### config.mk
export PLATFORM = sky130hd
export DESIGN_NAME = nv_ram_rwsp_fifo_ctrl_256x257
export DESIGN_NICKNAME = d
export VERILOG_FILES = /design/src/rtl/nv_ram_rwsp_fifo_ctrl_256x257_pkg.sv /design/src/rtl/nv_fifo_rdpipe2.sv /design/src/rtl/nv_ram_rwsp_fifo_ctrl_256x257.sv
export SDC_FILE = /design/constraint.sdc
export NUM_CORES = 1
export LEC_CHECK = 0
export CELL_PAD_IN_SITES_DETAIL_PLACEMENT = 2
export CELL_PAD_IN_SITES_GLOBAL_PLACEMENT = 2
export CORE_AREA = 2 2 413 415
export CTS_BUF_LIST = sky130_fd_sc_hd__clkbuf_8
export DETAILED_ROUTE_END_ITERATION = 7
export DIE_AREA = 0 0 415 417
export GPL_TIMING_DRIVEN = 0
export HOLD_SLACK_MARGIN = 0.08
export PLACE_DENSITY_LB_ADDON = 0.08
export SYNTH_ARGS = -nofsm -noshare
export SYNTH_HDL_FRONTEND = slang
export SYNTH_HIERARCHICAL = 1
export SYNTH_SLANG_ARGS = --single-unit
### constraint.sdc
create_clock -name nvdla_core_clk -period 9 [get_ports nvdla_core_clk]
set_input_delay 1.8 -clock nvdla_core_clk [delete_from_list [all_inputs] [get_ports nvdla_core_clk]]
set_output_delay 1.8 -clock nvdla_core_clk [all_outputs]
set_load 0.02 [all_outputs]
### src/rtl/nv_ram_rwsp_fifo_ctrl_256x257_pkg.sv
// rtl/nv_ram_rwsp_fifo_ctrl_256x257_pkg.sv - shared RAM geometry and status defaults
//
// Purpose : geometry of the 256x257 two-port RAM sequenced by the FIFO controller,
//           plus the default almost-full threshold.
// Ports   : none (package).
package nv_ram_rwsp_fifo_ctrl_256x257_pkg;

    localparam int RAM_DEPTH            = 256;
    localparam int RAM_AW               = 8;
    localparam int RAM_DW               = 257;
    // One more bit than the address so a full RAM (256) plus the output register (257) fits.
    localparam int RAM_CW               = 9;
    localparam int AFULL_THRESH_DEFAULT = 240;

endpackage

### src/rtl/nv_fifo_rdpipe2.sv
// rtl/nv_fifo_rdpipe2.sv - two-stage RAM read pipeline controller
//
// Purpose : tracks the registered read address (stage 1) and the RAM output register
//           (stage 2), deciding when a new read may be issued and when stage 1 may
//           move into the output register.
// Ports   : clk, rstn       - clock, synchronous active-low reset
//           avail_nz        - at least one written word has no read issued yet
//           pop             - consumer takes the word held in stage 2
//           issue           - load a new read address this cycle
//           s1_adv          - capture stage 1 into the output register this cycle
//           s1_vld, s2_vld  - stage occupancy
module nv_fifo_rdpipe2 (
    input  logic clk,
    input  logic rstn,
    input  logic avail_nz,
    input  logic pop,
    output logic issue,
    output logic s1_adv,
    output logic s1_vld,
    output logic s2_vld
);

    logic s1_vld_q, s1_vld_d;
    logic s2_vld_q, s2_vld_d;

    always_comb begin
        // Stage 1 moves on when the output register is empty or is being emptied now.
        s1_adv   = s1_vld_q & (~s2_vld_q | pop);
        // A new address may only be loaded when stage 1 is free or vacating this cycle,
        // so a held address is never overwritten.
        issue    = avail_nz & (~s1_vld_q | s1_adv);
        s1_vld_d = issue | (s1_vld_q & ~s1_adv);
        s2_vld_d = s1_adv | (s2_vld_q & ~pop);
    end

    always_ff @(posedge clk) begin
        if (!rstn) begin
            s1_vld_q <= 1'b0;
            s2_vld_q <= 1'b0;
        end else begin
            s1_vld_q <= s1_vld_d;
            s2_vld_q <= s2_vld_d;
        end
    end

    assign s1_vld = s1_vld_q;
    assign s2_vld = s2_vld_q;

endmodule

### src/rtl/nv_ram_rwsp_fifo_ctrl_256x257.sv
// rtl/nv_ram_rwsp_fifo_ctrl_256x257.sv - valid/ready FIFO controller for a 256x257 two-port RAM
//
// Purpose : sequences a two-port RAM with registered read address and output register so
//           that push and pop each sustain one word per cycle and RAM read latency is hidden.
// Ports   : nvdla_core_clk, nvdla_core_rstn - clock, synchronous active-low reset
//           wr_pvld/wr_prdy/wr_pd           - push stream
//           rd_pvld/rd_prdy/rd_pd           - pop stream (rd_pd is the RAM output register)
//           ram_we/ram_wa/ram_di            - RAM write port
//           ram_re/ram_ra                   - RAM read-address register load
//           ram_ore/ram_dout                - RAM output-register enable and contents
//           fifo_count, fifo_afull          - occupancy status
module nv_ram_rwsp_fifo_ctrl_256x257
    import nv_ram_rwsp_fifo_ctrl_256x257_pkg::*;
#(
    parameter int AFULL_THRESH = AFULL_THRESH_DEFAULT
) (
    input  logic              nvdla_core_clk,
    input  logic              nvdla_core_rstn,
    input  logic              wr_pvld,
    output logic              wr_prdy,
    input  logic [RAM_DW-1:0] wr_pd,
    output logic              rd_pvld,
    input  logic              rd_prdy,
    output logic [RAM_DW-1:0] rd_pd,
    output logic              ram_we,
    output logic [RAM_AW-1:0] ram_wa,
    output logic [RAM_DW-1:0] ram_di,
    output logic              ram_re,
    output logic [RAM_AW-1:0] ram_ra,
    output logic              ram_ore,
    input  logic [RAM_DW-1:0] ram_dout,
    output logic [RAM_CW-1:0] fifo_count,
    output logic              fifo_afull
);

    localparam logic [RAM_CW-1:0] OCC_FULL  = RAM_CW'(RAM_DEPTH);
    localparam logic [RAM_CW-1:0] AFULL_LVL = RAM_CW'(AFULL_THRESH);

    logic [RAM_AW-1:0] wr_ptr_q, wr_ptr_d;
    logic [RAM_AW-1:0] rd_ptr_q, rd_ptr_d;
    // Words in RAM not yet captured by the output register; bounds the write side.
    logic [RAM_CW-1:0] occ_q, occ_d;
    // Words written in earlier cycles with no read issued; gates read issue.
    logic [RAM_CW-1:0] avail_q, avail_d;

    logic push;
    logic pop;
    logic issue;
    logic s1_adv;
    logic s1_vld;
    logic s2_vld;

    nv_fifo_rdpipe2 u_rdpipe (
        .clk      (nvdla_core_clk),
        .rstn     (nvdla_core_rstn),
        .avail_nz (avail_q != '0),
        .pop      (pop),
        .issue    (issue),
        .s1_adv   (s1_adv),
        .s1_vld   (s1_vld),
        .s2_vld   (s2_vld)
    );

    always_comb begin
        // Ready depends only on RAM occupancy: a slot freed by s1_adv this cycle is not
        // reusable until the next cycle, so the write never races the captured read.
        wr_prdy  = (occ_q != OCC_FULL);
        push     = wr_pvld & wr_prdy;
        pop      = s2_vld & rd_prdy;

        wr_ptr_d = wr_ptr_q + RAM_AW'(push);
        rd_ptr_d = rd_ptr_q + RAM_AW'(issue);
        avail_d  = avail_q + RAM_CW'(push) - RAM_CW'(issue);
        occ_d    = occ_q + RAM_CW'(push) - RAM_CW'(s1_adv);
    end

    always_ff @(posedge nvdla_core_clk) begin
        if (!nvdla_core_rstn) begin
            wr_ptr_q <= '0;
            rd_ptr_q <= '0;
            occ_q    <= '0;
            avail_q  <= '0;
        end else begin
            wr_ptr_q <= wr_ptr_d;
            rd_ptr_q <= rd_ptr_d;
            occ_q    <= occ_d;
            avail_q  <= avail_d;
        end
    end

    assign ram_we     = push;
    assign ram_wa     = wr_ptr_q;
    assign ram_di     = wr_pd;
    assign ram_re     = issue;
    assign ram_ra     = rd_ptr_q;
    assign ram_ore    = s1_adv;
    assign rd_pvld    = s2_vld;
    assign rd_pd      = ram_dout;
    assign fifo_count = occ_q + RAM_CW'(s2_vld);
    assign fifo_afull = (occ_q >= AFULL_LVL);

    // A latched read address that cannot advance must never be reloaded.
    a_no_reissue_while_held: assert property (
        @(posedge nvdla_core_clk) disable iff (!nvdla_core_rstn)
        !(issue && s1_vld && !s1_adv)
    );

endmodule
==> impl_metrics.ini, run 1 <==
[outcome]
status = finished, final reports clean

[global_routing]
grt_pass1_vias = 7268
antenna_found_initial = 3
grt_usage_pct = 5.03
grt_overflow = 0
grt_pass1_wl_um = 60600
grt_max_degree = 12

[logic_synthesis]
async_flop_share_pct = 0
synth_seq_area_share_pct = 11.8
synth_seq_cells = 36
syn-cell-area_sq_um = 6130
yosysWarnings = 6
syn_inst = 768
synth_flop_cell = dfxtp_1
syn_nets = 1325
synth_enable_flop_cells = 0
ys_types = 42
postSynthAreaPerCell_sq_um = 7.98

[layout]
fillCellCount = 19947
drive_gt1_share_pct = 39.9
area.growth.synth_to_final_pct = 137
layout.cells.non_filler = 3545
seq_area_sq_um = 721
multi_input_area_sq_um = 1420
fin_nets = 1881

[clock_network]
cts_tree = done
cts_buffers = 5
cts_sinks = 36
cts_resized = 0
post_cts_buffers = 0
h-tree-depth = 2
cts_hold_buffers = 0
insertion_delay_ns = 0.34
cts_root_buffer = clkbuf_8
clk_pin_slew_worst_paths_ns = 0.09
clock_tree.buffer_depth = 2

[sta]
finalHoldViolCount = 0
fin_setup_tns_ns = 0
setup_ws_ns = 3.70
holdWs_ns = 0.529
setup_viol = 0
final.setup_skew_ns = 0.00748
finalCriticalPeriod_ns = 5.30
drv_slew = 0
worst_pin_slew_ns = 0.757
rsz0062_at_grt = no
slew_headroom_pct = 49.5
finalCritPeriodShare_pct = 58.9
fmax_mhz = 189

[die]
die_w_um = 415
dieHeight_um = 417
floorplan.initialDensity_pct = 3.64
boundaryPins = 1063
row_count = 151
core_sq_um = 169000
fp.dieArea_sq_um = 173000

[worst_setup_path]
path_buf_inv = 2
path_delay_family = buffers and inverters
crit_type = input port to output port
reg2reg_slack_ns = 5.57
crit_slowest_cell = clkdlybuf4s50_1
path_common_cell = clkdlybuf4s50_1
crit_fanout = 4
startpoint = rd_prdy
cp_cell_sequence = clkdlybuf4s50_1, and2_1, nor2b_4, a21boi_1, clkdlybuf4s50_1
cp-end-kind = output port
r2r_start = occ_q[3]
slowest_delay_ns = 0.72
critPathLaunchType = input port
required_ns = 7.20
cp.arrival_ns = 3.50

[job]
cap_violations = 0

[hold_path]
min_from = ram_ra[6]
hp-class = flop to flop

[drt]
drc = 0
vias = 6471
ant_nets = 0
dr.pass1.iters = 3
drt_iter0_drc = 75
vias_per_cell = 1.83
routedWlPerCell_um = 13.3
routed_wl_um = 47100

[power]
power_uw = 1700
leakage_uw = 0.00570
vdd_drop_max_mv = 0.0409
pwr_density_cell_nw_per_um2 = 117

[placed_design]
gp_congestion = 0.747
hpwlAfterDp_um = 44600
dp_slack_ns = 3.62
portBuffers = 548
dp.cells = 3535
==> routing by layer <==
metal	share of wire, %	wire, um	GRT usage [%]
met1	28	13100	3.99
met2	63	29500	11.1
met3	7.7	3650	1.71
met4	2.0	919	1.40
met5	0	0	0
==> worst paths after layout <==
kind / endpoint / cells past startpoint
hold / removal: ram_ra[6] / 2
hold reg to reg: ram_ra[6] / 2
setup / recovery: ram_re / 5
setup reg to reg: avail_q[8] / 13
==> cells in the final DEF, fill, tap and decap left out, types with 3 or more instances in the layout <==
master	count
clkdlybuf4s50_1	548
buf_4	515
ha_1	37
dfxtp_1	36
nor2_1	30
inv_1	29
xnor2_1	16
xor2_1	12
and2_1	9
nand3_1	9
nand2_1	9
a21oi_1	9
nor3_1	5
clkbuf_8	5
nand4_1	4
and3_1	4
o21ai_0	4
a211oi_1	3
o31ai_1	3
nand2b_1	3
or3_1	3
nor2b_1	3
==> power by group <==
group          switching [uW]  total, uW  leakage, uW  internal [uW]
Combinational             638       1280      0.00535            637
Clock                    82.3        164    0.0000593           81.4
Sequential               51.3        258     0.000297            207
Total                     772       1700      0.00570            925
==> state kept, by name, summed over array words and instances, names as in the netlist <==
| signal | flops |
|---|---|
| occ_q | 9 |
| ram_ra | 8 |
| avail_q | 9 |
| u_rdpipe/s2_vld | 1 |
| u_rdpipe/s1_vld | 1 |
| ram_wa | 8 |
==> cells in the mapped netlist, types with 3 or more instances <==
library cell	count	area, sq um
a21oi_1	9	45.0
nand4_1	4	25.0
buf_4	514	3860
and3_1	4	25.0
nand3_1	9	45.0
inv_1	28	105
and2_1	9	56.3
o31ai_1	3	22.5
xnor2_1	16	140
nand2_1	9	33.8
xor2_1	12	105
nor3_1	5	25.0
ha_1	37	463
nor2_1	30	113
o21ai_0	4	20.0
nand2b_1	3	18.8
nor2b_1	3	18.8
or3_1	3	18.8
a211oi_1	3	22.5
dfxtp_1	36	721
==> cells by family (layout without fill, tap and decap cells) <==
kind of cell / Yosys count / count (layout) / share of synthesized area (%)
flip-flops: 36 / 36 / 11.8
AND/OR/NAND/NOR: 85 / 85 / 7.12
other: 0 / 2 / 0
multiplexers: 1 / 1 / 0.163
XOR/XNOR: 28 / 28 / 4.00
buffers and inverters: 546 / 1103 / 65.1
AO/OA/AOI/OAI: 33 / 33 / 3.69
adder cells (fa/ha/maj): 39 / 39 / 8.21
==> cell type report <==
type	instances	share of cell area [%]
plain buffers	517	26.7
diodes	2	0.0345
flip-flops and latches	36	4.97
clock inverters	3	0.267
multi-input cells	186	9.80
well taps	2218	19.1
inverters	29	0.750
clock buffers	5	0.474
repair buffers	549	37.9
==> per-stage QoR <==
stage          utilization [%]  area (sq um)
6_report                  8.61         14500
4_1_cts                   8.61         14500
3_5_place_dp              8.54         14400
2_1_floorplan                -          6130
5_1_grt                   8.61         14500
3_3_place_gp              8.54         14400
==> worst reg2reg max path, cell delays in order, from the launching register on <==
cell      delay [ns]
dfxtp_1         0.49
inv_1           0.12
ha_1            0.20
and3_1          0.24
nand4_1         0.20
and2_1          0.31
ha_1            0.26
inv_1           0.07
fa_1            0.40
nand2b_1        0.17
a22oi_1         0.27
a21boi_1        0.16
o21ai_0         0.28
mux2i_1         0.22
No activity file was read; power rests on OpenSTA's default activity.
==> inputs of run 2 (changes only) <==
==> constraint.sdc (replaced) <==
create_clock -name nvdla_core_clk -period 4.5 [get_ports nvdla_core_clk]
set_input_delay 0.9 -clock nvdla_core_clk [delete_from_list [all_inputs] [get_ports nvdla_core_clk]]
set_output_delay 0.9 -clock nvdla_core_clk [all_outputs]
set_load 0.02 [all_outputs]
==> results of run 2 <==
The final DEF is identical to that of run 1. Status: finished, final reports clean.
Main changes from that run: setup slack after placement 3.62 ns -> 0.288 ns; setup slack after layout 3.70 ns -> 0.795 ns; end point of the critical path ram_re -> avail_q[8]; register-to-register setup slack 5.57 ns -> 1.07 ns; total power 1700 uW -> 3390 uW; worst IR drop on VDD 0.0409 mV -> 0.0819 mV
==> inputs of run 3 (changes only) <==
==> constraint.sdc (replaced) <==
create_clock -name nvdla_core_clk -period 3.75 [get_ports nvdla_core_clk]
set_input_delay 0.75 -clock nvdla_core_clk [delete_from_list [all_inputs] [get_ports nvdla_core_clk]]
set_output_delay 0.75 -clock nvdla_core_clk [all_outputs]
set_load 0.02 [all_outputs]
==> run 3 against run 2 <==
First-iteration DRC count did not move. Global-route usage unchanged. Worst hold slack is the same. Flip-flop and latch count did not move.
==> impl_metrics.ini, run 3 (synthesis results as in run 1) <==
[layout]
final_cell_area_sq_um = 14500
reg_top3 = avail_q (9), occ_q (9)
fin_nets = 1881
drive_gt1_share_pct = 40.1
final_util_pct = 8.61
most-common-layout-cells = clkdlybuf4s50_1 (548), buf_4 (515), ha_1 (37)
area.growth.synth_to_final_pct = 137
final_common_cell = clkdlybuf4s50_1

[sta]
worst_pin_slew_ns = 0.758
rsz0062_at_grt = no
finalCritPeriodShare_pct = 89.8
finalCriticalPeriod_ns = 3.37
holdWs_ns = 0.529
fmax_mhz = 297
finalHoldViolCount = 0
drv_slew = 0
setup_viol = 0
final.setup_skew_ns = 0.00765
slew_headroom_pct = 49.5

[clock_network]
cts_buffers = 5
cts_sinks = 36
cts_hold_buffers = 0
h-tree-depth = 2
cts_tree = done
post_cts_buffers = 0
cts_root_buffer = clkbuf_8
cts_resized = 0
insertion_delay_ns = 0.34
clock_tree.buffer_depth = 2
clk_pin_slew_worst_paths_ns = 0.09

[drt]
drt_iter0_drc = 75
ant_nets = 0
routed_wl_um = 47100
routedWlPerCell_um = 13.3
vias = 6474
vias_per_cell = 1.83
drc = 0
dr.pass1.iters = 3

[worst_setup_path]
critPathLaunchType = input port
r2r_start = occ_q[3]
crit_type = input port to flop
rr_worst_depth = 13
startpoint = rd_prdy
cp-end-kind = flop
required_ns = 4.02
cp.arrival_ns = 3.64
crit_fanout = 4

[power]
vdd_drop_max_mv = 0.0982
pwr_density_cell_nw_per_um2 = 281
leakage_uw = 0.00570

[outcome]
status = finished, final reports clean

[die]
die_w_um = 415
fp.dieArea_sq_um = 173000
boundaryPins = 1063
row_count = 151
core_sq_um = 169000
dieHeight_um = 417
floorplan.initialDensity_pct = 3.64

[global_routing]
antenna_found_initial = 3
gr-usage-met1_pct = 3.99
grt-busiest-layer = met2
grt_pass1_vias = 7268
grt_overflow = 0
grt_use_met2_pct = 11.1
grt_max_degree = 12
grt_pass1_wl_um = 60600
grt_usage_pct = 5.03
use_met3_pct = 1.71

[placed_design]
gp_congestion = 0.747
portBuffers = 548
hpwlAfterDp_um = 44600
placed_area_sq_um = 14400

[hold_path]
whs_path_depth = 2
min_from = ram_ra[6]
hp-class = flop to flop

[job]
cap_violations = 0
run 3: stage by stage:
step           setup TNS [ns]  cells  worst slack [ns]  total power, uW
3_5_place_dp           -0.345   3535            -0.312             3830
6_report                    0   3545             0.383             4080
4_1_cts                     0   3543            0.0430             4290
3_3_place_gp            -9.45   3534             -1.54             3850
2_1_floorplan               0    768             0.231             2500
5_1_grt                     0   3545            0.0634             4500
run 3: final timing paths:
kind,end,slack [ns]
setup / recovery,avail_q[8],0.38
setup reg to reg,avail_q[8],0.48
hold reg to reg,ram_ra[6],0.53
hold / removal,ram_ra[6],0.53
run 3: layout make-up:
class	instances	area, sq um
diodes	2	5.00
plain buffers	517	3880
clock buffers	5	68.8
clock inverters	3	38.8
fillers	19944	154000
inverters	29	109
multi-input cells	186	1430
flip-flops and latches	36	721
well taps	2218	2780
repair buffers	549	5490
run 3: worst max-delay path: stages:
cell and delay (ns):
clkdlybuf4s50_1 0.45, and2_1 0.16, nor2b_4 0.06, a21boi_2 0.21
ha_1 0.26, inv_1 0.06, ha_1 0.19, inv_1 0.07
fa_1 0.40, nand2b_1 0.17, a22oi_1 0.27, a21boi_1 0.16
o21ai_1 0.22, mux2i_1 0.20
run 3: routing by layer:
metal	vias to the layer above	share of wire, %
met5	-	0
li1	2987	-
met4	0	2.0
met2	479	63
met3	18	7.7
met1	2990	28
run 3: power by group:
group / switching, uW / internal, uW / leakage [uW]
registers: 124 / 496 / 0.000297
logic: 1530 / 1530 / 0.00535
clock network: 197 / 195 / 0.0000593
total: 1850 / 2220 / 0.00570
